### src/rtl/vend.sv
// Newspaper vending controller: sums nickels/dimes up to 15 cents and
// raises a one-cycle Moore dispense strobe. Overpayment is not refunded.
module vend (
  input  logic [1:0] coin,
  input  logic       clock,
  input  logic       reset,
  output logic       newspaper
);

  typedef enum logic [1:0] {
    S0  = 2'd0,
    S5  = 2'd1,
    S10 = 2'd2,
    S15 = 2'd3
  } state_t;

  localparam logic [1:0] COIN_NICKEL = 2'd1;
  localparam logic [1:0] COIN_DIME   = 2'd2;

  state_t state, state_nxt;

  always_ff @(posedge clock) begin
    if (reset) state <= S0;
    else       state <= state_nxt;
  end

  always_comb begin
    state_nxt = S0;
    unique case (state)
      S0: begin
        if      (coin == COIN_NICKEL) state_nxt = S5;
        else if (coin == COIN_DIME)   state_nxt = S10;
        else                          state_nxt = S0;
      end
      S5: begin
        if      (coin == COIN_NICKEL) state_nxt = S10;
        else if (coin == COIN_DIME)   state_nxt = S15;
        else                          state_nxt = S5;
      end
      S10: begin
        // a dime here reaches 20 cents; the extra nickel of credit is dropped
        if (coin == COIN_NICKEL || coin == COIN_DIME) state_nxt = S15;
        else                                          state_nxt = S10;
      end
      S15:     state_nxt = S0;  // coin arriving during dispense is lost
      default: state_nxt = S0;
    endcase
  end

  assign newspaper = (state == S15);

endmodule

### config.mk
export PLATFORM = sky130hd
export DESIGN_NAME = vend
export DESIGN_NICKNAME = d
export VERILOG_FILES = /design/src/rtl/vend.sv
export SDC_FILE = /design/constraint.sdc
export NUM_CORES = 1
export LEC_CHECK = 0
export CORE_AREA = 2 2 39 41
export DETAILED_ROUTE_END_ITERATION = 6
export DIE_AREA = 0 0 41 43
export PLACE_DENSITY = 0.3
export SLEW_MARGIN = 25
export SYNTH_ARGS = -nofsm -noshare
export SYNTH_HDL_FRONTEND = slang
export SYNTH_SLANG_ARGS = --single-unit
### constraint.sdc
create_clock -name clock -period 1.7 [get_ports clock]
set_clock_uncertainty 0.1 [all_clocks]
set_input_delay 0.17 -clock clock [delete_from_list [all_inputs] [get_ports clock]]
set_output_delay 0.17 -clock clock [all_outputs]
set_load 0.02 [all_outputs]
==> results.yml, run 1 <==
clocking:
  cts_sinks: 2
  cts.clk_slew.worst_paths_ns: 0.03
  ctsRootBufferMaster: "clkbuf_4"
  cts_resized: 0
  cts_tree: "yes"
  cts_hold_buf: 0
  clk_latency_ns: 0.22
  post_cts_buffers: 0
  cts_htree_levels: 1
  cts_buffer_depth: 2
  cts_inserted_buffers: 3
cells_and_area:
  largest-register: "state"
  drive_gt1_frac: 0.2381
  final_util: 0.1519
  insertedDiodeCount: 0
  largest_reg_flops: 2
  fillers: 163
  final_common_cell: "clkdlybuf4s50_1"
  reg_top3: "state: 2 flops"
  syn2layout_area_growth_pct: 64.71
  fin_nets: 29
  layout_common_cells: "clkdlybuf4s50_1, inv_1, clkbuf_4"
synthesis:
  synth_fp_nets: 20
  yosysSeqAreaShare: 0.3137
  synth.distinct_cells: 8
  ys_ff_latch: 2
  avgSynthCellArea_um2: 9.116
  synth_cells: 14
  ys_warn_count: 0
  syn_area_um2: 127.6
worst_setup_path:
  path_class: "register to output pin"
  worst_r2r_startpoint: "state[1]"
  path_max_fanout: 6
  crit_path_end_kind: "output pin"
  rrSetupSlack_ns: 0.69
  reg2reg_to: "state[0]"
  critPathArrivalTime_ns: 1.35
  r2r_cells: 2
  cp-start-kind: "register"
  critPathRequiredTime_ns: 1.43
floorplan:
  die_w_um: 41
  core-area_mm2: 0.001384
  rows: 14
  ios: 5
  die_area_mm2: 0.001763
  die_h_um: 43
  start_util: 0.09222
sta:
  holdWs_ns: 0.4684
  maxSlewHeadroom: 0.8622
  fin_setup_tns_ns: 0
  rsz0062_at_grt: "no"
  period_share: 0.9552
  fmax_mhz: 615.8
  setup_violations: 0
  setup_ws_ns: 0.07620
  hold_viol: 0
  drv_slew: 0
  worstMarginPinSlew_ns: 0.2061
  period_minus_slack_ns: 1.624
drt:
  drt_iter0_drc: 3
  via_per_inst: 3.027
  drt_first_pass_iters: 4
  drt_wl_total_um: 261
  route.detailed.drc: 0
  vias: 112
  post_drt_wl_per_cell_um: 7.054
  drtAntennaViolNets: 0
power_and_ir_drop:
  switching_power_mw: 0.04479
  clkPwrFrac: 0.530
  power.total_mw: 0.1965
  power_density_mw_per_mm2: 934.8
  ir_drop_mv: 0.09500
  switching_share: 0.2279
  power_frac_comb: 0.157
  seqPwrFrac: 0.313
  p_int_mw: 0.1517
  p_leak_nw: 0.09677
hold_path:
  hp-start: "state[0]"
  hold_depth: 1
  hold_end: "state[0]"
  hp-class: "register to register"
status:
  status: "completed"
job:
  drv_cap: 0
global_route:
  grt_pass1_vias: 128
  grt_antenna_before_repair: 0
  globalRouteOverflowTotal: 0
  grt_max_degree: 7
  grt_pass1_wl_um: 441
  grtUsageTotal: 0.04304
place:
  dpl_worst_slack_ns: 0.1360
  gp_congestion: 0.5422
  io_buffers: 4
==> critical path, stage by stage, from the launching register on <==
cell             delay, ns
dfxtp_1               0.39
and2_2                0.16
clkdlybuf4s50_1       0.59
==> logic make-up after synthesis <==
| group | after synthesis | synth area share |
|---|---|---|
| AO/OA/AOI/OAI | 4 | 0.2451 |
| adder cells (fa/ha/maj) | 2 | 0.1960 |
| buffers and inverters | 3 | 0.08823 |
| flip-flops | 2 | 0.3137 |
| AND/OR/NAND/NOR | 3 | 0.1569 |
==> final cells by class <==
cell class / count / area [µm²] / share of cell area
multi-input cells: 9 / 76.32 / 0.3631
repair buffers: 4 / 40.04 / 0.1905
flip-flops and latches: 2 / 40.04 / 0.1905
inverters: 3 / 11.26 / 0.05357
well taps: 16 / 20.02 / 0.09524
clock buffers: 3 / 22.52 / 0.1071
==> cell usage after synthesis <==
| cell | instances | share of area |
|---|---|---|
| inv_1 | 3 | 0.088 |
| dfxtp_1 | 2 | 0.31 |
| ha_1 | 2 | 0.20 |
| nor2b_1 | 2 | 0.098 |
| o21ai_0 | 2 | 0.078 |
| and2_2 | 1 | 0.059 |
| o311a_1 | 1 | 0.078 |
| o311a_2 | 1 | 0.088 |
==> per-layer routing <==
| metal | track usage | up-vias | wire [µm] |
|---|---|---|---|
| met3 | 0.01571 | 0 | 32 |
| met2 | 0.04688 | 5 | 106 |
| met1 | 0.04140 | 44 | 122 |
| met4 | 0.08000 | 0 | 0 |
| met5 | 0 | - | 0 |
| li1 | - | 63 | - |
==> through the flow <==
step,cell area [µm²],std cells
floorplan,127.6,14
global placement,187.7,34
detailed placement,187.7,34
CTS,210.2,37
global route,210.2,37
finish,210.2,37
==> power groups by stage <==
stage / combinational [mW] / sequential [mW] / clock, mW
2_1_floorplan: 0.0183 / 0.0600 / 0
3_3_place_gp: 0.0306 / 0.0615 / 0
3_5_place_dp: 0.0307 / 0.0619 / 0
4_1_cts: 0.0312 / 0.0613 / 0.112
5_1_grt: 0.0349 / 0.0626 / 0.111
6_report: 0.0309 / 0.0614 / 0.104
==> how the worst max path moves through the flow <==
stage              from   endpoint  slack [ns]  depth (start not counted)
2_1_floorplan   coin[0]   state[0]        0.67                          4
3_3_place_gp    coin[0]   state[0]        0.14                          5
3_5_place_dp    coin[0]   state[0]        0.14                          5
4_1_cts        state[1]  newspaper        0.07                          2
5_1_grt        state[1]  newspaper        0.02                          2
6_report       state[1]  newspaper        0.08                          2
(Power assumes the default switching activity.)
==> run 2, diff against run 1 <==
CAP_MARGIN = 20   (was not set)
CTS_CLUSTER_SIZE = 24   (was not set)
SLEW_MARGIN = 20   (was 25)
==> results of run 2 <==
No change in the layout: final DEF, timing and power equal those of run 1.
==> run 3, diff against run 2 <==
CELL_PAD_IN_SITES_DETAIL_PLACEMENT = 1   (was not set)
CELL_PAD_IN_SITES_GLOBAL_PLACEMENT = 2   (was not set)
PLACE_DENSITY = 0.38   (was 0.3)
==> run 3 against run 2 <==
Against the previous run:
- via count rose by 8.9%
- final cell count unchanged
- global-route usage is 0.50 points lower
- first-iteration DRC count shrank 100%
- critical endpoint unchanged
- non-clock buffer count unchanged
- design area is the same
- sequential power hardly changed
- sequential share of layout area unchanged
- setup slack improved by 0.0083 ns
- highest routed layer unchanged
- die area did not move
==> results.yml, run 3 (same netlist as run 1, synthesis figures left out) <==
global_route:
  globalRouteOverflowTotal: 0
  use_met1: 0.03185
  grt_max_degree: 7
  grtUsageTotal: 0.03804
  grt_antenna_before_repair: 0
  met2_usage: 0.05938
  use_met3: 0.03141
  grt_pass1_vias: 130
  grt_pass1_wl_um: 420
  busiest_layer: "met2"
worst_setup_path:
  rrSetupSlack_ns: 0.70
  worst_r2r_startpoint: "state[1]"
  critPathRequiredTime_ns: 1.43
  crit_end: "newspaper"
  crit_path_start: "state[1]"
  reg2reg_to: "state[0]"
  critPathSlowestCell: "clkdlybuf4s50_1"
  r2r_cells: 2
  path_class: "register to output pin"
  critPathArrivalTime_ns: 1.35
  path_cells: "and2_2 -> clkdlybuf4s50_1"
  cp-start-kind: "register"
  max_stage_delay_ns: 0.59
  path_max_fanout: 6
  crit_path_end_kind: "output pin"
cells_and_area:
  final_common_cell: "clkdlybuf4s50_1"
  reg_top3: "state: 2 flops"
  largest_reg_flops: 2
  layout_common_cells: "clkdlybuf4s50_1, inv_1, clkbuf_4"
  drive_gt1_frac: 0.2381
  fillers: 171
  final_util: 0.1519
  largest-register: "state"
  fin_nets: 29
  syn2layout_area_growth_pct: 64.71
  insertedDiodeCount: 0
clocking:
  cts_inserted_buffers: 3
  cts_hold_buf: 0
  cts_htree_levels: 1
  cts.clk_slew.worst_paths_ns: 0.03
  cts_resized: 0
  clk_latency_ns: 0.22
  post_cts_buffers: 0
  ctsRootBufferMaster: "clkbuf_4"
  cts_tree: "yes"
  cts_sinks: 2
  cts_buffer_depth: 2
floorplan:
  die_h_um: 43
  die_area_mm2: 0.001763
  die_w_um: 41
  rows: 14
  core-area_mm2: 0.001384
  ios: 5
  start_util: 0.09222
sta:
  hold_viol: 0
  period_minus_slack_ns: 1.616
  worstMarginPinSlew_ns: 0.2068
  period_share: 0.9503
  setup_ws_ns: 0.08448
  rsz0062_at_grt: "no"
  fmax_mhz: 619.0
  drv_slew: 0
  maxSlewHeadroom: 0.8617
  fin_setup_tns_ns: 0
  setup_violations: 0
drt:
  drt_iter0_drc: 0
  drt_first_pass_iters: 1
  route.detailed.drc: 0
  via_per_inst: 3.297
  post_drt_wl_per_cell_um: 6.973
  vias: 122
  drtAntennaViolNets: 0
  drt_wl_total_um: 258
power_and_ir_drop:
  ir_drop_mv: 0.1489
  power_density_mw_per_mm2: 924.5
  p_leak_nw: 0.09677
  power.total_mw: 0.1943
place:
  dpl_worst_slack_ns: 0.1222
  gp_congestion: 0.6262
  io_buffers: 4
job:
  drv_cap: 0
hold_path:
  hp-class: "register to register"
status:
  status: "completed"
run 3: cell counts in the layout (fill, tap and decap cells not counted):
No cell type changed its count.
run 3: worst min path at each step:
stage                         from       end  slack (ns)  cells past startpoint
after detailed placement  state[0]  state[0]        0.48                      1
after global routing         reset  state[0]        0.50                      3
after floorplan              reset  state[0]        0.24                      2
after global placement    state[0]  state[1]        0.49                      1
final                     state[0]  state[0]        0.48                      1
after CTS                 state[0]  state[0]        0.49                      1
run 3: layout make-up:
class | count | area [µm²] | share of cell area
timing repair buffer | 4 | 40.04 | 0.1905
tap | 16 | 20.02 | 0.09524
clock buffer | 3 | 22.52 | 0.1071
inverter | 3 | 11.26 | 0.05357
multi-input combinational | 9 | 76.32 | 0.3631
sequential | 2 | 40.04 | 0.1905
run 3: critical path: cells and delay by family, from the launching register on:
family	cells	cell delay, ns
buffers and inverters	1	0.59
flip-flops	1	0.38
AND/OR/NAND/NOR	1	0.16
run 3: routing by layer:
metal  routed length (µm)  vias to the layer above
met5                    0                        -
met4                    0                        0
met3                   15                        0
met2                  133                        3
met1                  110                       57
li1                     -                       62
run 3: per-stage QoR:
step	hold WS, ns	instance area (µm²)	instances
after global routing	0.5029	210.2	37
after global placement	0.4874	187.7	34
after floorplan	0.2368	127.6	14
after CTS	0.4899	210.2	37
final	0.4817	210.2	37
after detailed placement	0.4828	187.7	34
run 3: power breakdown:
part,switching (mW),internal (mW)
registers,0.00735,0.0540
logic,0.0110,0.0199
clock network,0.0244,0.0777
